===== src/rtl/vga_pkg.sv =====
// Shared constants and types for the VGA raster timing generator.
// Holds the 800x600@60 default timing, a 640x480@60 alternative, the
// per-axis segment enum and a helper that classifies a counter value.
package vga_pkg;

  // 800x600@60, 40 MHz pixel clock (240 MHz / 6).
  localparam int unsigned Mode800ClkDiv   = 6;
  localparam int unsigned Mode800HVisible = 800;
  localparam int unsigned Mode800HFront   = 40;
  localparam int unsigned Mode800HSync    = 128;
  localparam int unsigned Mode800HBack    = 88;
  localparam int unsigned Mode800VVisible = 600;
  localparam int unsigned Mode800VFront   = 1;
  localparam int unsigned Mode800VSync    = 4;
  localparam int unsigned Mode800VBack    = 23;

  // 640x480@60, 25 MHz pixel clock (nominal 25.175 MHz).
  localparam int unsigned Mode640HVisible = 640;
  localparam int unsigned Mode640HFront   = 16;
  localparam int unsigned Mode640HSync    = 96;
  localparam int unsigned Mode640HBack    = 48;
  localparam int unsigned Mode640VVisible = 480;
  localparam int unsigned Mode640VFront   = 10;
  localparam int unsigned Mode640VSync    = 2;
  localparam int unsigned Mode640VBack    = 33;

  // Width of the rgb colour bars is 2**BarShift pixels.
  localparam int unsigned BarShift = 7;

  typedef enum logic [1:0] {
    SegVisible,
    SegFront,
    SegSync,
    SegBack
  } seg_e;

  // Segment that a raster position falls in, in visible/front/sync/back order.
  function automatic seg_e seg_of(input int unsigned pos, input int unsigned vis,
                                  input int unsigned front, input int unsigned sync);
    if (pos < vis) begin
      return SegVisible;
    end else if (pos < vis + front) begin
      return SegFront;
    end else if (pos < vis + front + sync) begin
      return SegSync;
    end
    return SegBack;
  endfunction

endpackage


===== src/rtl/vga_timing_gen_if.sv =====
// Raster timing bundle from vga_timing_gen to the pixel pipeline.
// master: driven by the timing generator; slave: consumed downstream.
// Signals: pix_ce, hsync, vsync, de, x[H_W], y[V_W], frame_start and,
// with VGA_TEST_PATTERN_EN defined, rgb[3].
interface vga_timing_gen_if #(
  parameter int unsigned H_W = 11,
  parameter int unsigned V_W = 10
);
  logic           pix_ce;
  logic           hsync;
  logic           vsync;
  logic           de;
  logic [H_W-1:0] x;
  logic [V_W-1:0] y;
  logic           frame_start;
`ifdef VGA_TEST_PATTERN_EN
  logic [2:0]     rgb;
`endif

  modport master (
    output pix_ce, hsync, vsync, de, x, y, frame_start
`ifdef VGA_TEST_PATTERN_EN
    , output rgb
`endif
  );

  modport slave (
    input pix_ce, hsync, vsync, de, x, y, frame_start
`ifdef VGA_TEST_PATTERN_EN
    , input rgb
`endif
  );
endinterface


===== src/rtl/pixel_ce_div.sv =====
// Pixel clock-enable divider: tick counts 0..CLK_DIV-1 and wraps; ce is
// high while tick==0, so the first edge after reset is a pixel edge.
// Ports: clk, rst (async, active-high), ce (combinational from tick).
module pixel_ce_div #(
  parameter int unsigned CLK_DIV = 6
) (
  input  logic clk,
  input  logic rst,
  output logic ce
);
  localparam int unsigned TickW = (CLK_DIV > 1) ? $clog2(CLK_DIV) : 1;

  logic [TickW-1:0] tick_q, tick_d;

  always_comb begin
    tick_d = tick_q + TickW'(1);
    if (tick_q == TickW'(CLK_DIV - 1)) begin
      tick_d = '0;
    end
  end

  assign ce = (tick_q == '0);

  always_ff @(posedge clk or posedge rst) begin
    if (rst) begin
      tick_q <= '0;
    end else begin
      tick_q <= tick_d;
    end
  end
endmodule


===== src/rtl/vga_timing_gen.sv =====
// Parametrised VGA raster timing generator. On each pixel edge the outputs
// register the decode of the current (h,v) and the counters then advance.
// Ports: clk, rst (async, active-high), vga (vga_timing_gen_if.master).
// Optional: VGA_TEST_PATTERN_EN adds registered rgb colour bars.
module vga_timing_gen
  import vga_pkg::*;
#(
  parameter int unsigned CLK_DIV    = Mode800ClkDiv,
  parameter int unsigned H_VISIBLE  = Mode800HVisible,
  parameter int unsigned H_FRONT    = Mode800HFront,
  parameter int unsigned H_SYNC     = Mode800HSync,
  parameter int unsigned H_BACK     = Mode800HBack,
  parameter int unsigned V_VISIBLE  = Mode800VVisible,
  parameter int unsigned V_FRONT    = Mode800VFront,
  parameter int unsigned V_SYNC     = Mode800VSync,
  parameter int unsigned V_BACK     = Mode800VBack,
  parameter bit          H_SYNC_POS = 1'b1,
  parameter bit          V_SYNC_POS = 1'b1,
  parameter int unsigned H_W        = 11,
  parameter int unsigned V_W        = 10
) (
  input  logic             clk,
  input  logic             rst,
  vga_timing_gen_if.master vga
);
  localparam int unsigned HTotal = H_VISIBLE + H_FRONT + H_SYNC + H_BACK;
  localparam int unsigned VTotal = V_VISIBLE + V_FRONT + V_SYNC + V_BACK;

  logic           ce;
  logic [H_W-1:0] h_q, h_d;
  logic [V_W-1:0] v_q, v_d;
  seg_e           h_seg, v_seg;
  logic           de_d, hsync_d, vsync_d, fs_d;

  logic           pix_ce_q, hsync_q, vsync_q, de_q, fs_q;
  logic [H_W-1:0] x_q;
  logic [V_W-1:0] y_q;

  pixel_ce_div #(
    .CLK_DIV(CLK_DIV)
  ) u_ce_div (
    .clk(clk),
    .rst(rst),
    .ce (ce)
  );

  always_comb begin
    h_seg = seg_of(32'(h_q), H_VISIBLE, H_FRONT, H_SYNC);
    v_seg = seg_of(32'(v_q), V_VISIBLE, V_FRONT, V_SYNC);
    de_d    = (h_seg == SegVisible) && (v_seg == SegVisible);
    // XOR with the inverted polarity turns "in sync segment" into the pin level.
    hsync_d = (h_seg == SegSync) ^ ~H_SYNC_POS;
    vsync_d = (v_seg == SegSync) ^ ~V_SYNC_POS;
    fs_d    = (h_q == '0) && (v_q == '0);

    h_d = h_q + H_W'(1);
    v_d = v_q;
    if (h_q == H_W'(HTotal - 1)) begin
      h_d = '0;
      v_d = (v_q == V_W'(VTotal - 1)) ? '0 : v_q + V_W'(1);
    end
  end

  always_ff @(posedge clk or posedge rst) begin
    if (rst) begin
      h_q      <= '0;
      v_q      <= '0;
      pix_ce_q <= 1'b0;
      hsync_q  <= ~H_SYNC_POS;
      vsync_q  <= ~V_SYNC_POS;
      de_q     <= 1'b0;
      fs_q     <= 1'b0;
      x_q      <= '0;
      y_q      <= '0;
    end else begin
      pix_ce_q <= ce;
      if (ce) begin
        h_q     <= h_d;
        v_q     <= v_d;
        hsync_q <= hsync_d;
        vsync_q <= vsync_d;
        de_q    <= de_d;
        fs_q    <= fs_d;
        x_q     <= h_q;
        y_q     <= v_q;
      end
    end
  end

  assign vga.pix_ce      = pix_ce_q;
  assign vga.hsync       = hsync_q;
  assign vga.vsync       = vsync_q;
  assign vga.de          = de_q;
  assign vga.x           = x_q;
  assign vga.y           = y_q;
  assign vga.frame_start = fs_q;

`ifdef VGA_TEST_PATTERN_EN
  logic [2:0] rgb_q, rgb_d;

  always_comb begin
    // Go through 32 bits so narrow H_W builds still elaborate.
    rgb_d = de_d ? 3'(32'(h_q) >> BarShift) : 3'b000;
  end

  always_ff @(posedge clk or posedge rst) begin
    if (rst) begin
      rgb_q <= 3'b000;
    end else if (ce) begin
      rgb_q <= rgb_d;
    end
  end

  assign vga.rgb = rgb_q;
`endif
endmodule


===== src/flat_wrapper.sv =====
// flat-port wrapper written by rule: the top's interface ports become plain ports
module vga_timing_gen_flat import vga_pkg::*;
#(
  parameter int unsigned CLK_DIV    = Mode800ClkDiv,
  parameter int unsigned H_VISIBLE  = Mode800HVisible,
  parameter int unsigned H_FRONT    = Mode800HFront,
  parameter int unsigned H_SYNC     = Mode800HSync,
  parameter int unsigned H_BACK     = Mode800HBack,
  parameter int unsigned V_VISIBLE  = Mode800VVisible,
  parameter int unsigned V_FRONT    = Mode800VFront,
  parameter int unsigned V_SYNC     = Mode800VSync,
  parameter int unsigned V_BACK     = Mode800VBack,
  parameter bit          H_SYNC_POS = 1'b1,
  parameter bit          V_SYNC_POS = 1'b1,
  parameter int unsigned H_W        = 11,
  parameter int unsigned V_W        = 10
)
  (clk, rst, vga_pix_ce, vga_hsync, vga_vsync, vga_de, vga_x, vga_y, vga_frame_start);
  vga_timing_gen_if #(.H_W(H_W), .V_W(V_W)) vga_i ();
  input  logic clk;
  input  logic rst;
  output wire logic [$bits(vga_i.pix_ce)-1:0] vga_pix_ce;
  output wire logic [$bits(vga_i.hsync)-1:0] vga_hsync;
  output wire logic [$bits(vga_i.vsync)-1:0] vga_vsync;
  output wire logic [$bits(vga_i.de)-1:0] vga_de;
  output wire logic [$bits(vga_i.x)-1:0] vga_x;
  output wire logic [$bits(vga_i.y)-1:0] vga_y;
  output wire logic [$bits(vga_i.frame_start)-1:0] vga_frame_start;
  assign vga_pix_ce = vga_i.pix_ce;
  assign vga_hsync = vga_i.hsync;
  assign vga_vsync = vga_i.vsync;
  assign vga_de = vga_i.de;
  assign vga_x = vga_i.x;
  assign vga_y = vga_i.y;
  assign vga_frame_start = vga_i.frame_start;
  vga_timing_gen #(.CLK_DIV(CLK_DIV), .H_VISIBLE(H_VISIBLE), .H_FRONT(H_FRONT), .H_SYNC(H_SYNC), .H_BACK(H_BACK), .V_VISIBLE(V_VISIBLE), .V_FRONT(V_FRONT), .V_SYNC(V_SYNC), .V_BACK(V_BACK), .H_SYNC_POS(H_SYNC_POS), .V_SYNC_POS(V_SYNC_POS), .H_W(H_W), .V_W(V_W)) u_core (.clk(clk), .rst(rst), .vga(vga_i));
endmodule

===== config.mk =====
export PLATFORM = sky130hd
export DESIGN_NAME = vga_timing_gen_flat
export DESIGN_NICKNAME = d
export VERILOG_FILES = /design/src/rtl/vga_pkg.sv /design/src/rtl/vga_timing_gen_if.sv /design/src/rtl/pixel_ce_div.sv /design/src/rtl/vga_timing_gen.sv /design/src/flat_wrapper.sv
export SDC_FILE = /design/constraint.sdc
export NUM_CORES = 1
export LEC_CHECK = 0
export CAP_MARGIN = 0
export CORE_MARGIN = 8
export CORE_UTILIZATION = 40
export DETAILED_ROUTE_END_ITERATION = 8
export SKIP_CTS_REPAIR_TIMING = 1
export SYNTH_ARGS = -nofsm -noshare
export SYNTH_HDL_FRONTEND = slang
export SYNTH_SLANG_ARGS = --single-unit
export TNS_END_PERCENT = 10

===== constraint.sdc =====
create_clock -name clk -period 2.5 [get_ports clk]
set_input_delay 0.5 -clock clk [delete_from_list [all_inputs] [get_ports clk]]
set_output_delay 0.5 -clock clk [all_outputs]
set_load 0.01 [all_outputs]

==> flow_summary_export.csv <==
group,metric,value,unit
grt,antenna_found_initial,0,
logic_synthesis,ys_seq_area_share,53.56,%
critical_path,crit_path_top_delay_cell,"nor4b_4",
power_and_ir_drop,finalPower,0.001323,W
critical_path,reg2regPathDepth,5,
placed_design,gp_congestion,0.8069,
cts,clockBufferDepth,2,
power_and_ir_drop,p_leak,1.254,nW
critical_path,cp-start-kind,"flip-flop",
critical_path,cp-end-kind,"flip-flop",
floorplan,pin_count,28,
sta,worst_pin_slew,0.5623,ns
grt,grt_max_degree,51,
detailed_routing,vias_per_cell,5.068,
cts,clockRootBuffer,"clkbuf_8",
cells_and_area,final_layout_size_suffix_gt1_share,7.985,%
sta,fin_skew,0.01273,ns
sta,drv_slew,0,
floorplan,die_h,92.42,um
critical_path,path_cells,"ha_1 > nor4b_4 > and4_1 > nand2_2 > mux2_4",
placed_design,hpwl,3211,um
logic_synthesis,async_reset_ff_share,100.0,%
cells_and_area,n_antenna_cell,0,
floorplan,rows,28,
logic_synthesis,yosysWarnings,0,
sta,period_share,79.47,%
grt,overflow,0,
floorplan,die-area,8541,um2
floorplan,initial_core_util,40.41,%
detailed_routing,drtIter0Drc,130,
critical_path,cp_top_family,"simple AND/OR/NAND/NOR gates",
power_and_ir_drop,vdd_ir_drop_max,0.2630,mV
logic_synthesis,synth_top_area_share,53.56,%
flow_run,cap_violations,0,
placed_design,numPortBuffers,27,
cts,htree_levels,2,
critical_path,path_class,"reg2reg",
logic_synthesis,netlist_instances,241,
logic_synthesis,yosysMostFrequentCell,"nand2_1",
grt,grt_pass1_vias,1716,
cts,cts_tree,"done",
detailed_routing,num_vias,1713,
sta,fmax,503.3,MHz
logic_synthesis,syn_area,2336,um2
sta,setup_viol_count_final,0,
detailed_routing,antenna_left,0,
critical_path,critPathMaxStageDelay,0.44,ns
critical_path,arrival,2.18,ns
run_status,status,"finished, final reports clean",
cells_and_area,fin_nets,268,
logic_synthesis,avgSynthCellArea,9.693,um2
detailed_routing,drt-pass1-iter-count,4,
sta,holdWs,0.4763,ns
critical_path,path_buf_inv,0,
detailed_routing,wl_per_cell,14.09,um
power_and_ir_drop,p_per_area,479.0,nW/um2
logic_synthesis,ys_top_cells_by_count,"nand2_1, dfrtp_1, clkbuf_1, nand3_1, o21ai_0",
worst_hold_path,hp-class,"reg2reg",
critical_path,crit_required,2.69,ns
sta,period_needed,1.987,ns
floorplan,dieWidth,92.42,um
logic_synthesis,yosysUniqueCellTypes,41,
sta,rsz0062_at_grt,"false",
detailed_routing,drc,0,
detailed_routing,wirelength,4762,um
logic_synthesis,synth_ff_type,"dfrtp_1",
logic_synthesis,syn_nets,247,
logic_synthesis,synth-edff-count,0,
cells_and_area,area_growth_syn_to_layout,18.26,%
cts,clk_latency,0.31,ns
sta,max_slew_margin,62.20,%
worst_hold_path,min_path_cells,2,
critical_path,cp.depth,5,
placed_design,place_area,2668,um2
cells_and_area,postLayoutCellArea,2763,um2
sta,final_hold_viol_count,0,
logic_synthesis,ys_top_cells_by_area,"dfrtp_1, nand2_1, clkbuf_1",
cts,numCtsBuffers,5,
cts,cts_sinks,50,
critical_path,worstPathMaxFanout,7,
sta,fin_setup_tns,0,ns
grt,gr-usage-all-layers,11.81,%
logic_synthesis,ys_ff_latch,50,
cts,clkTransAtPathRegs,0.09,ns
grt,grt_first_pass_wirelength,8397,um
logic_synthesis,yosysTopAreaCell,"dfrtp_1",
floorplan,core_region_area,5781,um2
[tightest hold or removal path, stage by stage (launching register included)]
cell and delay (ns):
dfrtp_1 0.35, nand2_1 0.05, nand2_1 0.05
[per-stage QoR]
stage	util (%)	setup slack (ns)	instances
3_5_place_dp	46.15	0.5173	330
3_3_place_gp	46.15	0.5816	330
6_report	47.79	0.5132	338
2_1_floorplan	-	0.7245	241
5_1_grt	47.79	0.3841	338
4_1_cts	47.79	0.5030	338
[kinds of logic after synthesis]
group	after synthesis	synth area share [%]
AOI/OAI and AO/OA	33	8.999
DFF	50	53.56
xor gates and xnor gates	12	4.499
adders and majority gates	4	2.143
and+or+nand+nor	114	25.07
muxes	3	1.553
buffers and inverters	25	4.178
[layout make-up]
cell class,instances,area [um2]
Fill cell,548,3018
Sequential cell,50,1251
Multi-Input combinational cell,166,987.2
Timing Repair Buffer,29,297.8
Tap cell,75,93.84
Clock buffer,6,82.58
Inverter,10,37.54
Clock inverter,2,12.51
[layout by cell type (no fill, tap or decap), drive strengths merged, types with 2 or more instances in the layout]
cell           instances
o21ai                 13
o41ai                  2
nand3                 10
clkdlybuf4s50         27
o31ai                  7
xnor2                  6
nor3                   2
ha                     4
nand2                 68
xor2                   6
clkbuf                 6
and3                   5
mux2                   2
buf                    2
nand4                  7
nor4                   2
and4                   6
a21oi                  3
nor2                   7
nor4b                  3
dfrtp                 50
or3                    2
inv                   10
[where the power goes]
group	internal [W]	switching, W	total, W
sequential	0.000808	0	0.000808
clock	0.000223	0.000272	0.000495
combinational	0.00000485	0.0000161	0.0000209
total	0.00104	0.000288	0.00132
[per-layer routing]
metal	vias up	global-route usage (%)	share of wire (%)
li1	869	-	-
met3	8	2.832	4.2
met1	807	16.09	51
met4	0	4.027	1.5
met2	29	17.94	43
met5	-	0	0
[state kept, by name, indices dropped and copies added (netlist names)]
name and count:
u_core.vga.y 10, u_core.vga.frame_start 1, u_core.vga.x 11, u_core.u_ce_div.tick_q 3
u_core.vga.vsync 1, u_core.vga.pix_ce 1, u_core.vga.hsync 1, u_core.vga.de 1
u_core.v_q 10, u_core.h_q 11
[worst paths after layout]
| path | end | slack [ns] | from |
|---|---|---|---|
| max | u_core.v_q[2]$_DFFE_PP0P_ | 0.51 | u_core.h_q[0]$_DFFE_PP0P_ |
| min | u_core.vga.vsync$_DFFE_PP0P_ | 0.48 | u_core.vga.vsync$_DFFE_PP0P_ |
| max reg2reg | u_core.v_q[2]$_DFFE_PP0P_ | 0.51 | u_core.h_q[0]$_DFFE_PP0P_ |
| min reg2reg | u_core.vga.vsync$_DFFE_PP0P_ | 0.48 | u_core.vga.vsync$_DFFE_PP0P_ |
| max in group asynchronous | u_core.h_q[2]$_DFFE_PP0P_ | 1.70 | rst |
| min in group asynchronous | u_core.vga.x[9]$_DFFE_PP0P_ | 0.54 | rst |
(Power assumes the default switching activity.)
